`src/rtl/clkgen_pkg.sv`:
```
// clkgen_multi shared types: channel state encoding and config bundle.
// Optional feature macro used by this block: CLKGEN_SHADOW_EN.
package clkgen_pkg;

    localparam int CNT_W_DEF = 16;

    typedef enum logic [1:0] {
        IDLE,
        PHASE,
        HIGH,
        LOW
    } state_t;

    typedef struct packed {
        logic [CNT_W_DEF-1:0] period;
        logic [CNT_W_DEF-1:0] high;
        logic [CNT_W_DEF-1:0] phase;
    } cfg_t;

endpackage

```
`src/rtl/clkgen_if.sv`:
```
// Configuration write port of clkgen_multi (valid/ready plus error pulse).
// Optional feature macro used by this block: CLKGEN_SHADOW_EN.
interface clkgen_if
    import clkgen_pkg::*;
#(
    parameter int CH_W  = 2,
    parameter int CNT_W = CNT_W_DEF
);

    logic             cfg_valid;
    logic             cfg_ready;
    logic [CH_W-1:0]  cfg_ch;
    logic [CNT_W-1:0] cfg_period;
    logic [CNT_W-1:0] cfg_high;
    logic [CNT_W-1:0] cfg_phase;
    logic             cfg_err;

    modport master (
        output cfg_valid,
        output cfg_ch,
        output cfg_period,
        output cfg_high,
        output cfg_phase,
        input  cfg_ready,
        input  cfg_err
    );

    modport slave (
        input  cfg_valid,
        input  cfg_ch,
        input  cfg_period,
        input  cfg_high,
        input  cfg_phase,
        output cfg_ready,
        output cfg_err
    );

endinterface

```
`src/rtl/clkgen_multi_chan.sv`:
```
// One clkgen channel: IDLE/PHASE/HIGH/LOW FSM, cycle counter, config regs.
// CLKGEN_SHADOW_EN adds a shadow config adopted at the next HIGH entry.
module clkgen_chan
    import clkgen_pkg::*;
#(
    parameter int CNT_W = CNT_W_DEF
) (
    input  logic             i_clk,
    input  logic             i_rst_n,
    input  logic             i_en,
    input  logic             i_wr,
    input  logic [CNT_W-1:0] i_period,
    input  logic [CNT_W-1:0] i_high,
    input  logic [CNT_W-1:0] i_phase,
`ifdef CLKGEN_SHADOW_EN
    output logic             o_pending,
`endif
    output logic             o_clk,
    output logic             o_cyc
);

    localparam logic [CNT_W-1:0] C_ONE = CNT_W'(1);
    localparam logic [CNT_W-1:0] C_MAX = '1;

    state_t           r_state;
    state_t           w_nstate;
    logic [CNT_W-1:0] r_cnt;
    logic [CNT_W-1:0] w_ncnt;
    logic [CNT_W-1:0] r_per;
    logic [CNT_W-1:0] r_hi;
    logic [CNT_W-1:0] r_ph;
    logic [CNT_W-1:0] w_per;
    logic [CNT_W-1:0] w_hi;
    logic [CNT_W-1:0] w_ph;
    logic             w_now;
    logic             w_enter;
    logic             r_entry;
    logic             r_clk;
    logic             r_cyc;

`ifdef CLKGEN_SHADOW_EN
    logic [CNT_W-1:0] r_sh_per;
    logic [CNT_W-1:0] r_sh_hi;
    logic [CNT_W-1:0] r_sh_ph;
    logic             r_pend;
    logic             w_adopt;

    // Stopped or still-phasing channels take a write at once.
    assign w_now = i_wr && (r_state == IDLE || r_state == PHASE);
    assign o_pending = r_pend;
`else
    assign w_now = i_wr;
`endif

    // Next state and counter; a same-cycle write is the config used.
    always_comb begin
        w_per = w_now ? i_period : r_per;
        w_hi  = w_now ? i_high   : r_hi;
        w_ph  = w_now ? i_phase  : r_ph;
        w_nstate = r_state;
        w_ncnt   = (r_cnt == C_MAX) ? r_cnt : r_cnt + C_ONE;
        w_enter  = 1'b0;
`ifdef CLKGEN_SHADOW_EN
        w_adopt  = 1'b0;
`endif
        if (!i_en || w_per == '0) begin
            w_nstate = IDLE;
            w_ncnt   = '0;
        end else if (r_state == IDLE || w_now) begin
            w_ncnt = C_ONE;
            if (w_ph != '0) begin
                w_nstate = PHASE;
            end else if (w_hi == '0) begin
                w_nstate = LOW;
            end else begin
                w_nstate = HIGH;
                w_enter  = 1'b1;
            end
        end else begin
            unique case (r_state)
                PHASE: begin
                    if (r_cnt == w_ph) begin
                        w_ncnt = C_ONE;
                        if (w_hi == '0) begin
                            w_nstate = LOW;
                        end else begin
                            w_nstate = HIGH;
                            w_enter  = 1'b1;
                        end
                    end
                end
                HIGH: begin
                    if (w_hi >= w_per) begin
                        w_ncnt = r_cnt;
`ifdef CLKGEN_SHADOW_EN
                        if (r_pend) begin
                            w_adopt = 1'b1;
                            w_ncnt  = C_ONE;
                            if (r_sh_per == '0) begin
                                w_nstate = IDLE;
                            end else if (r_sh_hi == '0) begin
                                w_nstate = LOW;
                            end
                        end
`endif
                    end else if (r_cnt == w_hi) begin
                        w_nstate = LOW;
                        w_ncnt   = C_ONE;
                    end
                end
                LOW: begin
                    if (r_cnt == w_per - w_hi) begin
                        w_ncnt = C_ONE;
`ifdef CLKGEN_SHADOW_EN
                        if (r_pend) begin
                            w_adopt = 1'b1;
                            if (r_sh_per == '0) begin
                                w_nstate = IDLE;
                            end else if (r_sh_hi == '0) begin
                                w_nstate = LOW;
                            end else begin
                                w_nstate = HIGH;
                                w_enter  = 1'b1;
                            end
                        end else
`endif
                        if (w_hi == '0) begin
                            w_nstate = LOW;
                        end else begin
                            w_nstate = HIGH;
                            w_enter  = 1'b1;
                        end
                    end
                end
                default: begin
                end
            endcase
        end
`ifdef CLKGEN_SHADOW_EN
        if (r_pend && w_nstate == IDLE) begin
            w_adopt = 1'b1;
        end
`endif
    end

    // State, counter, config and the registered output pair.
    always_ff @(posedge i_clk) begin
        if (!i_rst_n) begin
            r_state <= IDLE;
            r_cnt   <= '0;
            r_per   <= '0;
            r_hi    <= '0;
            r_ph    <= '0;
            r_entry <= 1'b0;
            r_clk   <= 1'b0;
            r_cyc   <= 1'b0;
`ifdef CLKGEN_SHADOW_EN
            r_sh_per <= '0;
            r_sh_hi  <= '0;
            r_sh_ph  <= '0;
            r_pend   <= 1'b0;
`endif
        end else begin
            r_state <= w_nstate;
            r_cnt   <= w_ncnt;
            r_entry <= w_enter;
            r_clk   <= (r_state == HIGH);
            r_cyc   <= r_entry;
            if (w_now) begin
                r_per <= i_period;
                r_hi  <= i_high;
                r_ph  <= i_phase;
            end
`ifdef CLKGEN_SHADOW_EN
            else if (i_wr) begin
                r_sh_per <= i_period;
                r_sh_hi  <= i_high;
                r_sh_ph  <= i_phase;
                r_pend   <= 1'b1;
            end
            if (w_adopt) begin
                r_per  <= r_sh_per;
                r_hi   <= r_sh_hi;
                r_ph   <= r_sh_ph;
                r_pend <= 1'b0;
            end
`endif
        end
    end

    assign o_clk = r_clk;
    assign o_cyc = r_cyc;

endmodule

```
`src/rtl/clkgen_multi.sv`:
```
// Multi-channel programmable clock/pulse generator top: config decode.
// Optional feature macro: CLKGEN_SHADOW_EN (shadowed config writes).
module clkgen_multi
    import clkgen_pkg::*;
#(
    parameter int NUM_CH = 4,
    parameter int CNT_W  = CNT_W_DEF,
    parameter int CH_W   = (NUM_CH > 1) ? $clog2(NUM_CH) : 1
) (
    input  logic              clk,
    input  logic              rst_n,
    input  logic [NUM_CH-1:0] en,
    clkgen_if.slave           cfg,
    output logic [NUM_CH-1:0] clk_out,
    output logic [NUM_CH-1:0] cyc_start
);

    logic [CH_W-1:0]   w_ch;
    logic [NUM_CH-1:0] w_wr;
    logic              w_bad;
    logic              w_ready;
    logic              w_acc;
    logic              r_err;
`ifdef CLKGEN_SHADOW_EN
    logic [NUM_CH-1:0] w_pend;
`endif

    assign w_ch = cfg.cfg_ch;

    // Channel select decode, out-of-range detect and write accept.
    always_comb begin
        w_wr    = '0;
        w_bad   = 1'b1;
        w_ready = 1'b1;
        for (int i = 0; i < NUM_CH; i++) begin
            if (int'(w_ch) == i) begin
                w_bad = 1'b0;
`ifdef CLKGEN_SHADOW_EN
                w_ready = ~w_pend[i];
`endif
            end
        end
        w_acc = cfg.cfg_valid && w_ready;
        for (int i = 0; i < NUM_CH; i++) begin
            w_wr[i] = w_acc && (int'(w_ch) == i);
        end
    end

    // Dropped out-of-range write reported one cycle later.
    always_ff @(posedge clk) begin
        if (!rst_n) begin
            r_err <= 1'b0;
        end else begin
            r_err <= w_acc && w_bad;
        end
    end

    assign cfg.cfg_ready = w_ready;
    assign cfg.cfg_err   = r_err;

    for (genvar g = 0; g < NUM_CH; g++) begin : g_ch
        clkgen_chan #(
            .CNT_W(CNT_W)
        ) u_chan (
            .i_clk    (clk),
            .i_rst_n  (rst_n),
            .i_en     (en[g]),
            .i_wr     (w_wr[g]),
            .i_period (cfg.cfg_period),
            .i_high   (cfg.cfg_high),
            .i_phase  (cfg.cfg_phase),
`ifdef CLKGEN_SHADOW_EN
            .o_pending(w_pend[g]),
`endif
            .o_clk    (clk_out[g]),
            .o_cyc    (cyc_start[g])
        );
    end

endmodule
```
`src/flat_wrapper.sv`:
```
// flat-port wrapper written by rule: the top's interface ports become plain ports
module clkgen_multi_flat import clkgen_pkg::*;
#(
    parameter int NUM_CH = 4,
    parameter int CNT_W  = CNT_W_DEF,
    parameter int CH_W   = (NUM_CH > 1) ? $clog2(NUM_CH) : 1
)
  (clk, rst_n, en, clk_out, cyc_start, cfg_cfg_valid, cfg_cfg_ch, cfg_cfg_period, cfg_cfg_high, cfg_cfg_phase, cfg_cfg_ready, cfg_cfg_err);
  clkgen_if #(.CH_W(CH_W), .CNT_W(CNT_W)) cfg_i ();
  input  logic clk;
  input  logic rst_n;
  input  logic [NUM_CH-1:0] en;
  output logic [NUM_CH-1:0] clk_out;
  output logic [NUM_CH-1:0] cyc_start;
  input wire logic [$bits(cfg_i.cfg_valid)-1:0] cfg_cfg_valid;
  input wire logic [$bits(cfg_i.cfg_ch)-1:0] cfg_cfg_ch;
  input wire logic [$bits(cfg_i.cfg_period)-1:0] cfg_cfg_period;
  input wire logic [$bits(cfg_i.cfg_high)-1:0] cfg_cfg_high;
  input wire logic [$bits(cfg_i.cfg_phase)-1:0] cfg_cfg_phase;
  output wire logic [$bits(cfg_i.cfg_ready)-1:0] cfg_cfg_ready;
  output wire logic [$bits(cfg_i.cfg_err)-1:0] cfg_cfg_err;
  assign cfg_i.cfg_valid = cfg_cfg_valid;
  assign cfg_i.cfg_ch = cfg_cfg_ch;
  assign cfg_i.cfg_period = cfg_cfg_period;
  assign cfg_i.cfg_high = cfg_cfg_high;
  assign cfg_i.cfg_phase = cfg_cfg_phase;
  assign cfg_cfg_ready = cfg_i.cfg_ready;
  assign cfg_cfg_err = cfg_i.cfg_err;
  clkgen_multi #(.NUM_CH(NUM_CH), .CNT_W(CNT_W), .CH_W(CH_W)) u_core (.clk(clk), .rst_n(rst_n), .en(en), .cfg(cfg_i), .clk_out(clk_out), .cyc_start(cyc_start));
endmodule
```
`config.mk`:
```
export PLATFORM = sky130hd
export DESIGN_NAME = clkgen_multi_flat
export DESIGN_NICKNAME = d
export VERILOG_FILES = /design/src/rtl/clkgen_pkg.sv /design/src/rtl/clkgen_if.sv /design/src/rtl/clkgen_multi_chan.sv /design/src/rtl/clkgen_multi.sv /design/src/flat_wrapper.sv
export SDC_FILE = /design/constraint.sdc
export NUM_CORES = 1
export LEC_CHECK = 0
export ABC_AREA = 1
export BUFFER_PORTS_ARGS = -buffer_cell sky130_fd_sc_hd__buf_4
export CAP_MARGIN = 25
export CORE_AREA = 2 2 210 212
export CTS_CLUSTER_DIAMETER = 120
export CTS_CLUSTER_SIZE = 14
export DETAILED_ROUTE_END_ITERATION = 8
export DIE_AREA = 0 0 212 214
export PLACE_DENSITY_LB_ADDON = 0.25
export SETUP_SLACK_MARGIN = 0.5
export SYNTH_ARGS = -nofsm -noshare
export SYNTH_HDL_FRONTEND = slang
export SYNTH_HIERARCHICAL = 1
export SYNTH_SLANG_ARGS = --single-unit
```
`constraint.sdc`:
```
create_clock -name clk -period 3.7 [get_ports clk]
set_clock_uncertainty 0.05 [all_clocks]
set_input_delay 0.37 -clock clk [delete_from_list [all_inputs] [get_ports clk]]
set_output_delay 0.37 -clock clk [all_outputs]
set_load 0.05 [all_outputs]
```
After elaboration in Yosys (flattened, before gate mapping):

Cells that the tools add are included.

* $lt $le $gt $ge: 4
* bitwise operators: 1
* multiplexer cells: 100
* equality and inequality tests: 51
* add/sub/neg operators: 8
* reduce and logical (&&, ||, !) cells: 50

Operator list (number)
* 2-to-1 mux 16 bit: 32
* equality test 16 bit: 12
* one-hot mux 16 bit (3 select lines): 4
* logical NOT 16 bit: 8
* adder 16 x 1 -> 16 bit (second input constant): 4
* equality test 16 bit (second input constant): 4
* greater-or-equal comparator 16 bit: 4
* nonzero test 16 bit: 4
* subtractor 16 bit: 4
* 2-to-1 mux 2 bit: 24
* != test 3 bit (second input constant): 16
* 2-to-1 mux 1 bit: 32
* one-hot mux 2 bit (3 select lines): 4
* equality test 2 bit (second input constant): 10
* AND reduction 5 bit: 4
* nonzero test 4 bit: 4
* OR reduction 3 bit: 4
* equality test 2 x 1 -> 1 bit (second input constant): 5
* logical NOT 2 bit: 5
* logical OR 1 bit: 8
* != test 2 bit (second input constant): 4
* one-hot mux 1 bit (2 select lines): 4
* OR reduction 2 bit: 4
* logical AND 1 bit: 5
* 2 further kinds: 5

* bits of input ports: 57
* logic and storage cells: 251
* flip-flop bits (word level): 277

Logic depth before layout (Yosys ltp):

* depth after elaboration: 8
* depth in mapped cells: 29

By module:

Netlist, hierarchy kept.

Modules (own cells, without submodules)
* clkgen_chan (u_core.g_ch[1].u_chan ...): area each 4793.3 um^2, seq. area each 1381.3 um^2, instances 2, cells each 714
* clkgen_chan (u_core.g_ch[3].u_chan): area each 4780.8 um^2, seq. area each 1381.3 um^2, instances 1, cells each 716
* clkgen_chan (u_core.g_ch[0].u_chan): area each 4718.3 um^2, seq. area each 1381.3 um^2, instances 1, cells each 714
* clkgen_multi: area each 65.1 um^2, seq. area each 20.0 um^2, instances 1, cells each 12

Worst setup path after synthesis:

OpenSTA, ideal clock, no wires.

* path kind: input -> register
* from: in cfg_cfg_ch[1]
* to: reg u_core.g_ch[0].u_chan.r_cnt[5]
* data arrival time: 3.271 ns
* cell stages on the path: 25
* library setup time: 0.064 ns
* setup slack: 0.315 ns
* data required time: 3.586 ns
* cells stage by stage: inv_1 nand2_1 nor2_1 inv_2 buf_2 or2_2 o21a_1 ha_1 fa_1 inv_1 nand2_1 nand3_1 nand3_1 nand2_1 nand2_1 nand2_1 nand2_1 nand2_1 nand2_1 nand2_1 nand2_1 nor2_1 nand2_1 xor2_1 nor2_1

* word-level cells in the longest chain between the ends: 7
* elaborated cells between the ends (all ways): 20
* those cells by class: add/sub (1); order compare (1); eq/ne (4); mux (8); reduce/logical (6)

RTL lines
* from (decl): RTL line flat_wrapper.sv:16 `input wire logic [$bits(cfg_i.cfg_ch)-1:0] cfg_cfg_ch;`
* logical NOT 2 bit *: RTL line clkgen_multi.sv:45 `w_wr[i] = w_acc && (int'(w_ch) == i);`
* logical AND 1 bit *: RTL line clkgen_multi.sv:45
* named net u_core.w_wr[0]: RTL line clkgen_multi.sv:19 `logic [NUM_CH-1:0] w_wr;`
* 2-to-1 mux 16 bit *: RTL line clkgen_multi_chan.sv:58 `w_hi = w_now ? i_high : r_hi;`
* named net u_core.g_ch[0].u_chan.w_hi[0]: RTL line clkgen_multi_chan.sv:33 `logic [CNT_W-1:0] w_hi;`
* subtractor 16 bit / equality test 16 bit (equally long branches): RTL line clkgen_multi_chan.sv:112, clkgen_multi_chan.sv:106
* equality test 16 bit / 2-to-1 mux 16 bit (equally long branches): RTL line clkgen_multi_chan.sv:112, clkgen_multi_chan.sv:106
* 2-to-1 mux 16 bit (on tied branches): RTL line clkgen_multi_chan.sv:112, clkgen_multi_chan.sv:93
* one-hot mux 16 bit (3 select lines): RTL line clkgen_multi_chan.sv:80 `unique case (r_state)`
* to (signal assigned): RTL line clkgen_multi_chan.sv:165 `r_cnt <= w_ncnt;`
* to (decl): RTL line clkgen_multi_chan.sv:27 `logic [CNT_W-1:0] r_cnt;`

Mark *: on every way through the listed nets, which the timed path passes. The rest lies on a longest branch. The select of a mux whose other input is x is not followed.
A chain may end at the register's enable or synchronous reset.

Final worst setup path:

* from: in cfg_cfg_ch[1]
* to: reg u_core.g_ch[0].u_chan.r_cnt[12]

* word-level cells in the longest chain between the ends: 7
* elaborated cells between the ends (all ways): 20
* those cells by class: add/sub (1); order compare (1); eq/ne (4); mux (8); reduce/logical (6)

RTL lines
* logical NOT 2 bit *: RTL line clkgen_multi.sv:45
* logical AND 1 bit *: RTL line clkgen_multi.sv:45
* named net u_core.w_wr[0]: RTL line clkgen_multi.sv:19
* 2-to-1 mux 16 bit *: RTL line clkgen_multi_chan.sv:57 `w_per = w_now ? i_period : r_per;`
* named net u_core.g_ch[0].u_chan.w_per[8]: RTL line clkgen_multi_chan.sv:32 `logic [CNT_W-1:0] w_per;`
* subtractor 16 bit: RTL line clkgen_multi_chan.sv:112 `if (r_cnt == w_per - w_hi) begin`
* equality test 16 bit: RTL line clkgen_multi_chan.sv:112
* 2-to-1 mux 16 bit: RTL line clkgen_multi_chan.sv:112
* one-hot mux 16 bit (3 select lines): RTL line clkgen_multi_chan.sv:80

Marks and branches as above.

==> impl_results.md <==
- Run status: finished clean
- Vias in the first global route: 17800
- Final net count: 3178
- GR Overflow Total: 0
- RSZ-0062 raised after global routing: no
- I/O pin cnt: 67
- ANT cells: 0
- Cell area power density: 362 nW/µm²
- Wire per inst: 17.9 µm
- Gpl congestion: 0.956
- Remaining DRCs: 0
- First-pass GRT wire length: 98200 µm
- Max frequency: 328 MHz
- Gate count after technology mapping: 2870
- CP Max Fanout: 20
- Most common cell after layout, fill and taps aside: nand2_1
- Clock network latency to the later pin of the worst-skew pair: 0.55 ns
- Die width: 212 µm
- Netlist cell types: 49
- Cts bufs inserted: 23
- Initial DRC Count: 1725
- Number of synthesized flops with an enable pin: 0
- Routed wire length: 64900 µm
- Most frequent cells in the layout: nand2_1 (648), nor2_1 (398), inv_1 (358)
- Worst vdd ir: 339 µV
- Non-filler instance count after layout: 3631
- Cell Area, Synth: 19200 µm²
- Pre-antenna DRT Iters: 8
- # setup viols final: 0
- DIE HEIGHT: 214 µm
- CTS max path bufs: 3
- Tot Pwr: 0.00819 W
- CP max stage cell: ha_1
- Crit path time final: 3.05 ns
- Hold Path Class: input port to flip-flop
- Slew headroom: 0.580
- Worst Setup End Kind: flip-flop
- Share of cells above drive strength 1: 0.170
- Placed insts: 3590
- Die area: 45400 µm²
- Via density: 5.25
- Total GRT Usage: 0.276
- Final Max Tran Viols: 0
- CP Launch Type: input port
- Static Leak: 10.7 nW
- Final hold vios: 0
- IO Port Bufs: 65
- Arrival time at the worst endpoint: 3.44 ns
- # rows: 76
- Htree depth: 1
- Vias: 19100
- Area Growth Syn to Fin: 18.1%
- Core area: 42900 µm²
- Critical path, cell by cell: buf_8 > inv_12 > nand2_8 > nor2_4 > inv_4 > or2_2 > o21a_1 > ha_1 > nand2_1 > nor2_1 > nand3_1 > nand3_1 > nand2_1 > nand3_1 > nand2_1 > nor3_1 > nand2_1 > nand2_1 > nand4_1 > nand2_4 > nor2_1
- Clock slew at reported path FFs: 0.07 ns
- Seq/Total Area, Yosys: 0.290
- Finished Cell Area: 22600 µm²
- Post-DP Area: 21400 µm²
- Final period util: 0.824
- Total clock sinks: 277
- Mean post-synth cell area: 6.67 µm²
- Worst endpoint required time: 4.09 ns
- Post-route ant nets: 0
- Syn nets: 3003
- Synth warn: 6
- Synth Register Bits: 277
- Initial Util: 0.447
- Max cap viols: 0
- DP HPWL: 49400 µm
- Worst slew pin tran: 0.624 ns
- Crit Path Class: input port to flip-flop
- Setup TNS: 0 ns
- CTS tree: yes
- Antenna violations before repair: 1
- Top_reg_cell synth: dfxtp_1
- Critical path's largest stage delay: 0.40 ns
- Largest net degree at the start of global routing: 50
- CP most frequent cell: nand2_1
- CTS Root Cell: clkbuf_16
- Ys async rst share: 0
logic make-up (layout without fill, tap and decap cells):
family	after synthesis	count (layout)	synth area share
simple gates	1528	1530	0.351
buf+inv	487	661	0.107
flops	277	277	0.290
compound gates	245	245	0.0750
xor+xnor	188	188	0.0860
fa+ha+maj	76	76	0.0512
mux	67	67	0.0406
other cells	2	2	0.000392
report_power, final:
part | internal, W | leakage (nW) | switching, W | total [W]
Combinational | 0.00109 | 8.15 | 0.00171 | 0.00279
Sequential | 0.00309 | 2.25 | 0.0000485 | 0.00314
Clock | 0.00113 | 0.296 | 0.00113 | 0.00226
final cells by class:
cell class / count / area (µm²)
tap: 585 / 732
clock buffer: 25 / 593
sequential: 277 / 5550
inverter: 386 / 1470
clock inverter: 1 / 8.76
multi-input combinational: 2108 / 12200
timing repair buffer: 249 / 2030
fill: 4210 / 20300
stage by stage:
stage	util	setup slack (ns)	hold slack [ns]
after floorplan	-	0.492	0.340
after global placement	0.499	0.0458	0.355
after detailed placement	0.499	-0.0308	0.352
after CTS	0.513	0.526	0.0383
after global routing	0.527	0.482	0.0561
final	0.527	0.653	0.0598
layer usage:
| metal | vias to the layer above | GRT usage | share of wire | wire length [µm] |
|---|---|---|---|---|
| li1 | 9384 | - | - | - |
| met5 | - | 0 | 0.00017 | 11 |
| met2 | 637 | 0.462 | 0.46 | 30100 |
| met3 | 133 | 0.0331 | 0.066 | 4310 |
| met1 | 8912 | 0.368 | 0.44 | 28600 |
| met4 | 2 | 0.0880 | 0.030 | 1970 |
registers in the layout (all words and copies together) (netlist names):
name / cells
u_core/g_ch.u_chan/r_hi: 64
u_core/g_ch.u_chan/r_cnt: 64
u_core/g_ch.u_chan/r_entry: 4
u_core/g_ch.u_chan/r_per: 64
u_core/cfg.cfg_err: 1
u_core/g_ch.u_chan/r_state: 8
u_core/g_ch.u_chan/o_cyc: 4
u_core/g_ch.u_chan/o_clk: 4
u_core/g_ch.u_chan/r_ph: 64
critical path, delay by kind of cell:
family          cells  cell delay, ns
fa+ha+maj           1            0.40
compound gates      1            0.13
simple gates       16            2.24
buf+inv             3            0.28
cells in the mapped netlist (all sizes together), types with 3 or more instances:
master,number,area share
or2,110,0.036
o21ai,137,0.040
nor2,431,0.087
nand4,99,0.034
nand2,680,0.13
inv,386,0.076
xor2,158,0.072
a211oi,3,0.0012
xnor2,30,0.014
nand3b,19,0.0074
clkbuf,47,0.0092
ha,72,0.047
buf,54,0.021
and2,8,0.0026
o31ai,3,0.0012
o21a,22,0.0086
nor4,19,0.0062
mux2i,67,0.041
o22ai,13,0.0042
nand3,125,0.033
dfxtp,277,0.29
a21oi,57,0.016
nor3,33,0.0086
fa,4,0.0042
a31oi,4,0.0013
path summary, 6_finish.rpt:
check / cells after the start / end / startpoint / slack [ns]
max: 21 / u_core/g_ch[0].u_chan/r_cnt[12] / cfg_cfg_ch[1] / 0.65
min: 3 / u_core/g_ch[3].u_chan/r_state[0] / en[3] / 0.06
max reg2reg: 20 / u_core/g_ch[2].u_chan/r_cnt[15] / u_core/g_ch[2].u_chan/r_hi[0] / 0.84
min reg2reg: 2 / u_core/g_ch[2].u_chan/o_cyc / u_core/g_ch[2].u_chan/r_entry / 0.37
timing repair:
action,4_1_cts,5_1_grt
hold buffers,0,0
setup buffers,0,11
endpoints found under the setup margin,0,71
resized for setup,0,111
Note: power is estimated with default switching activity, not from simulation.
